===== src/rtl/mem_wb_multi.sv =====
// Multi-lane MEM/WB pipeline register with flush, stall bubble/hold, same-cycle write-conflict
// resolution and x0 write suppression. Optional retire counter enabled by MEM_WB_RETIRE_CNT_EN.
module mem_wb_multi #(
    parameter int NUM_CH        = 2,
    parameter int DATA_W        = 32,
    parameter int ADDR_W        = 5,
    parameter int STALL_W       = 6,
    parameter int STALL_IDX     = 4,
    parameter int ZERO_SUPPRESS = 1,
    parameter int CNT_W         = 64
) (
    input  logic                     clk,
    input  logic                     rst,
    input  logic [STALL_W-1:0]       stall,
    input  logic                     flush,
    input  logic [NUM_CH-1:0]        mem_valid,
    input  logic [NUM_CH*ADDR_W-1:0] mem_wd,
    input  logic [NUM_CH-1:0]        mem_wreg,
    input  logic [NUM_CH*DATA_W-1:0] mem_wdata,
    output logic [NUM_CH-1:0]        wb_valid,
    output logic [NUM_CH*ADDR_W-1:0] wb_wd,
    output logic [NUM_CH-1:0]        wb_wreg,
    output logic [NUM_CH*DATA_W-1:0] wb_wdata,
    output logic                     wb_commit
`ifdef MEM_WB_RETIRE_CNT_EN
    ,
    output logic [CNT_W-1:0]         retire_cnt
`endif
);

    logic [NUM_CH-1:0]        valid_q, valid_d;
    logic [NUM_CH*ADDR_W-1:0] wd_q, wd_d;
    logic [NUM_CH-1:0]        wreg_q, wreg_d;
    logic [NUM_CH*DATA_W-1:0] wdata_q, wdata_d;
    logic                     commit_q, commit_d;
    logic [NUM_CH-1:0]        kill;

    logic stall_own;
    logic stall_dn;
    logic do_bubble;
    logic do_hold;
    logic do_load;
    logic stall_unused;

    assign stall_own    = stall[STALL_IDX];
    assign stall_dn     = stall[STALL_IDX+1];
    assign stall_unused = ^stall;

    // Flush outranks everything; a stalled stage with a free downstream emits a bubble.
    assign do_bubble = flush | (stall_own & ~stall_dn);
    assign do_hold   = ~flush & stall_own & stall_dn;
    assign do_load   = ~flush & ~stall_own;

    // A lane loses its write if it targets x0 or a later lane in the group writes the same register.
    always_comb begin
        kill = '0;
        for (int i = 0; i < NUM_CH; i++) begin
            if ((ZERO_SUPPRESS != 0) && (mem_wd[i*ADDR_W +: ADDR_W] == '0)) begin
                kill[i] = 1'b1;
            end
            for (int j = i + 1; j < NUM_CH; j++) begin
                if (mem_valid[j] && mem_wreg[j] &&
                    (mem_wd[j*ADDR_W +: ADDR_W] == mem_wd[i*ADDR_W +: ADDR_W])) begin
                    kill[i] = 1'b1;
                end
            end
        end
    end

    always_comb begin
        valid_d  = valid_q;
        wd_d     = wd_q;
        wreg_d   = wreg_q;
        wdata_d  = wdata_q;
        commit_d = 1'b0;
        if (do_bubble) begin
            valid_d = '0;
            wd_d    = '0;
            wreg_d  = '0;
            wdata_d = '0;
        end else if (do_load) begin
            valid_d  = mem_valid;
            wd_d     = mem_wd;
            wdata_d  = mem_wdata;
            wreg_d   = mem_wreg & mem_valid & ~kill;
            commit_d = |mem_valid;
        end
    end

    always_ff @(posedge clk or negedge rst) begin
        if (!rst) begin
            valid_q  <= '0;
            wd_q     <= '0;
            wreg_q   <= '0;
            wdata_q  <= '0;
            commit_q <= 1'b0;
        end else begin
            valid_q  <= valid_d;
            wd_q     <= wd_d;
            wreg_q   <= wreg_d;
            wdata_q  <= wdata_d;
            commit_q <= commit_d;
        end
    end

    assign wb_valid  = valid_q;
    assign wb_wd     = wd_q;
    assign wb_wreg   = wreg_q;
    assign wb_wdata  = wdata_q;
    assign wb_commit = commit_q;

`ifdef MEM_WB_RETIRE_CNT_EN
    logic [CNT_W-1:0] cnt_q, cnt_d;
    logic [CNT_W-1:0] pop;

    // Counts every valid lane loaded; wraps silently.
    always_comb begin
        pop = '0;
        for (int i = 0; i < NUM_CH; i++) begin
            pop = pop + CNT_W'(mem_valid[i]);
        end
        cnt_d = do_load ? (cnt_q + pop) : cnt_q;
    end

    always_ff @(posedge clk or negedge rst) begin
        if (!rst) begin
            cnt_q <= '0;
        end else begin
            cnt_q <= cnt_d;
        end
    end

    assign retire_cnt = cnt_q;
`endif

endmodule


===== config.mk =====
export PLATFORM = sky130hd
export DESIGN_NAME = mem_wb_multi
export DESIGN_NICKNAME = d
export VERILOG_FILES = /design/src/rtl/mem_wb_multi.sv
export SDC_FILE = /design/constraint.sdc
export NUM_CORES = 1
export LEC_CHECK = 0
export CAP_MARGIN = 5
export CORE_MARGIN = 3
export CORE_UTILIZATION = 38
export DETAILED_ROUTE_END_ITERATION = 6
export PLACE_DENSITY = 0.81
export SYNTH_ARGS = -nofsm -noshare
export SYNTH_HDL_FRONTEND = slang
export SYNTH_SLANG_ARGS = --single-unit

===== constraint.sdc =====
create_clock -name clk -period 0.85 [get_ports clk]
set_input_delay 0.17 -clock clk [delete_from_list [all_inputs] [get_ports clk]]
set_output_delay 0.17 -clock clk [all_outputs]
set_load 0.03 [all_outputs]

==> flow_metrics.env <==
export IMPL_status="finished, violations left"
export IMPL_violations="negative setup slack"
export IMPL_ys_types=15
export IMPL_rows=30
export IMPL_grt_setup_unrepaired="yes"
export IMPL_multi_input_comb_area_sq_um=858
export IMPL_place_inst=450
export IMPL_syn_inst=189
export IMPL_cts_tree="done"
export IMPL_final_max_slew_viol_count=0
export IMPL_fill_cells=390
export IMPL_path_cells="buf_6"
export IMPL_placed_area_sq_um=4560
export IMPL_fin_crit_sh_pct=127
export IMPL_cp_top_family="flip-flops"
export IMPL_max_slew_margin_rel_pct=82.4
export IMPL_arrival_ns=0.91
export IMPL_gr_total_overflow=0
export IMPL_layout_cells_non_filler=519
export IMPL_hold_viol_final=0
export IMPL_fin_crit_ns=1.08
export IMPL_gp_congestion=0.801
export IMPL_max_stage_delay_ns=0.42
export IMPL_required_ns=0.68
export IMPL_grt_max_degree=38
export IMPL_seq_power_share_pct=46.4
export IMPL_internal_power_w=0.00646
export IMPL_clk_pin_slew_ns=0.08
export IMPL_synth_nets=276
export IMPL_routed_wl_mm=10.2
export IMPL_worst_slack_ns=-0.228
export IMPL_ys_ff_latch=79
export IMPL_p_leak_nw=2.74
export IMPL_core_sq_um=7020
export IMPL_drv_cap=0
export IMPL_yosysWarnings=0
export IMPL_cpMaxStageDelayCell="dfrtp_1"
export IMPL_power_frac_clock_pct=30.9
export IMPL_path_max_fanout=2
export IMPL_netSwitchingPower_w=0.00233
export IMPL_die_w_um=92.6
export IMPL_clock_fmax_mhz=928
export IMPL_final_antenna_net_count=0
export IMPL_vdd_drop_max_v=0.000863
export IMPL_antenna_found_initial=1
export IMPL_start_util_pct=40.6
export IMPL_die_y_um=92.6
export IMPL_fin_area_sq_um=5670
export IMPL_worst_path_buf_inv=1
export IMPL_path_class="flop to output port"
export IMPL_hpwlAfterDp_mm=5.93
export IMPL_numCtsBuffers=9
export IMPL_fin_skew_ns=0
export IMPL_setup_viol_count_final=83
export IMPL_portBuffers=161
export IMPL_first_pass_iters=4
export IMPL_grt_pass1_wl_mm=15.3
export IMPL_swShare_pct=26.5
export IMPL_dp_slack_ns=-0.834
export IMPL_drc_errors=0
export IMPL_routedWlPerCell_um=19.7
export IMPL_clock_root_buffer="clkbuf_8"
export IMPL_h_tree_depth=3
export IMPL_syn_avg_cell_area_sq_um=15.1
export IMPL_cts_path_max_buffers=2
export IMPL_area_growth_pct=98.7
export IMPL_power_frac_comb_pct=22.7
export IMPL_ioPinCount=166
export IMPL_ff_latch_area_sq_um=1980
export IMPL_cts_sinks=79
export IMPL_num_vias=2643
export IMPL_synth_area_sq_um=2850
export IMPL_startpoint_type="flop"
export IMPL_worst_slew_pin_slew_ns=0.263
export IMPL_drtIter0Drc=157
export IMPL_via_per_inst=5.09
export IMPL_hold_class="input port to flop"
export IMPL_worst_setup_path_end_kind="output port"
export IMPL_pwr_density_cell_nw_per_um2=1550
export IMPL_die_area_sq_um=8580
export IMPL_track_usage_pct=23.0
export IMPL_drive_above_1_share_pct=44.5
export IMPL_timing_hold_ws_ns=0.114
export IMPL_clk_latency_ns=0.33
export IMPL_grt_pass1_vias=2821
export IMPL_fin_nets=504
export IMPL_seq_area_frac_synth_pct=69.3
metrics by stage:
step                      TNS (ns)  utilization (%)  power (W)
after global routing        -18.85             80.7    0.00916
after detailed placement    -47.16             64.9    0.00570
final                       -15.77             80.7    0.00879
after floorplan             -0.507                -    0.00476
after global placement      -46.20             64.9    0.00567
after CTS                   -16.37             79.0    0.00877
per-layer routing:
layer  routed length [um]  part of all wire (%)  up-vias  global-route usage, %
li1                     -                     -     1188                      -
met1                 4180                    41     1314                   29.7
met2                 5220                    51      126                   38.2
met3                  640                   6.3       15                   6.01
met4                  169                   1.7        0                   7.08
met5                    0                     0        -                      0
power groups by stage:
stage / combinational, W / clock [W] / sequential [W]
2_1_floorplan: 0.000308 / 0 / 0.00445
3_3_place_gp: 0.00157 / 0 / 0.00410
3_5_place_dp: 0.00160 / 0 / 0.00411
4_1_cts: 0.00193 / 0.00278 / 0.00407
5_1_grt: 0.00209 / 0.00298 / 0.00409
6_report: 0.00199 / 0.00272 / 0.00408
cell usage in the layout, fill, tap and decap left out, drive strengths merged, types with 2 or more instances in the layout:
cell type	n
dfrtp	79
o2111ai	2
nand2	3
a22o	76
nor2	2
dlygate4sd2	2
clkbuf	12
clkinvlp	2
buf	159
clkinv	3
clkdlybuf4s50	68
or4	2
xor2	4
worst reg2reg max path: stages (launching register included):
cell     delay, ns
dfrtp_1       0.42
buf_6         0.13
buf_6         0.10
a22o_1        0.18
Yosys cell counts:
cell type  number  area share (%)
buf_4           1            0.26
nor4_4          1            0.75
nor2_1          2            0.26
dfrtp_1        79              69
or4_1           2            0.53
xnor2_1         1            0.31
a21o_1          1            0.26
nand2_1         3            0.39
xor2_1          4             1.2
o2111ai_1       2            0.61
o21a_1          1            0.26
clkbuf_1       11             1.4
a41oi_1         1            0.31
a22o_1         76              23
buf_2           4            0.70
path summary, 6_finish.rpt:
kind	from	endpoint	slack, ns	cells past startpoint
max	wb_wdata[6]	wb_wdata[6]	-0.23	1
min	mem_wd[8]	wb_wd[8]	0.11	2
max reg2reg	wb_wd[6]	wb_wd[6]	-0.09	3
min reg2reg	wb_wdata[4]	wb_wdata[4]	0.53	1
max in group asynchronous	rst	wb_wdata[29]	0.17	3
min in group asynchronous	rst	wb_wdata[2]	0.23	2
what timing repair did:
| action | CTS | global route |
|---|---|---|
| cloned | 7 | 0 |
| buffers inserted | 33 | 20 |
| pin swaps | 10 | 21 |
| hold buffers | 1 | 0 |
| hold endpoints to repair | 79 | 0 |
| setup endpoints to repair | 158 | 100 |
| gates resized for setup | 133 | 19 |
kinds of logic (layout without fill, tap and decap cells):
group                     Yosys count  in the layout  share of synthesized area (%)
and+or+nand+nor                     8              8                           1.93
buffers and inverters              16            249                           2.41
AOI/OAI and AO/OA                  81             81                           24.8
other                               0              1                              0
DFF                                79             79                           69.3
xor gates and xnor gates            5              5                           1.54
registers in the layout (all words and copies together) (netlist names):
signal / cells
wb_wdata: 64
wb_wd: 10
wb_valid: 2
wb_wreg: 2
wb_commit: 1
final cells by class:
| type | count | area share, % |
|---|---|---|
| antenna | 1 | 0.0442 |
| clock buffer | 10 | 2.43 |
| clock inverter | 6 | 1.06 |
| multi-input combinational | 94 | 15.1 |
| sequential | 79 | 34.9 |
| tap | 96 | 2.12 |
| timing repair buffer | 233 | 44.3 |
No activity file was read; power rests on OpenSTA's default activity.
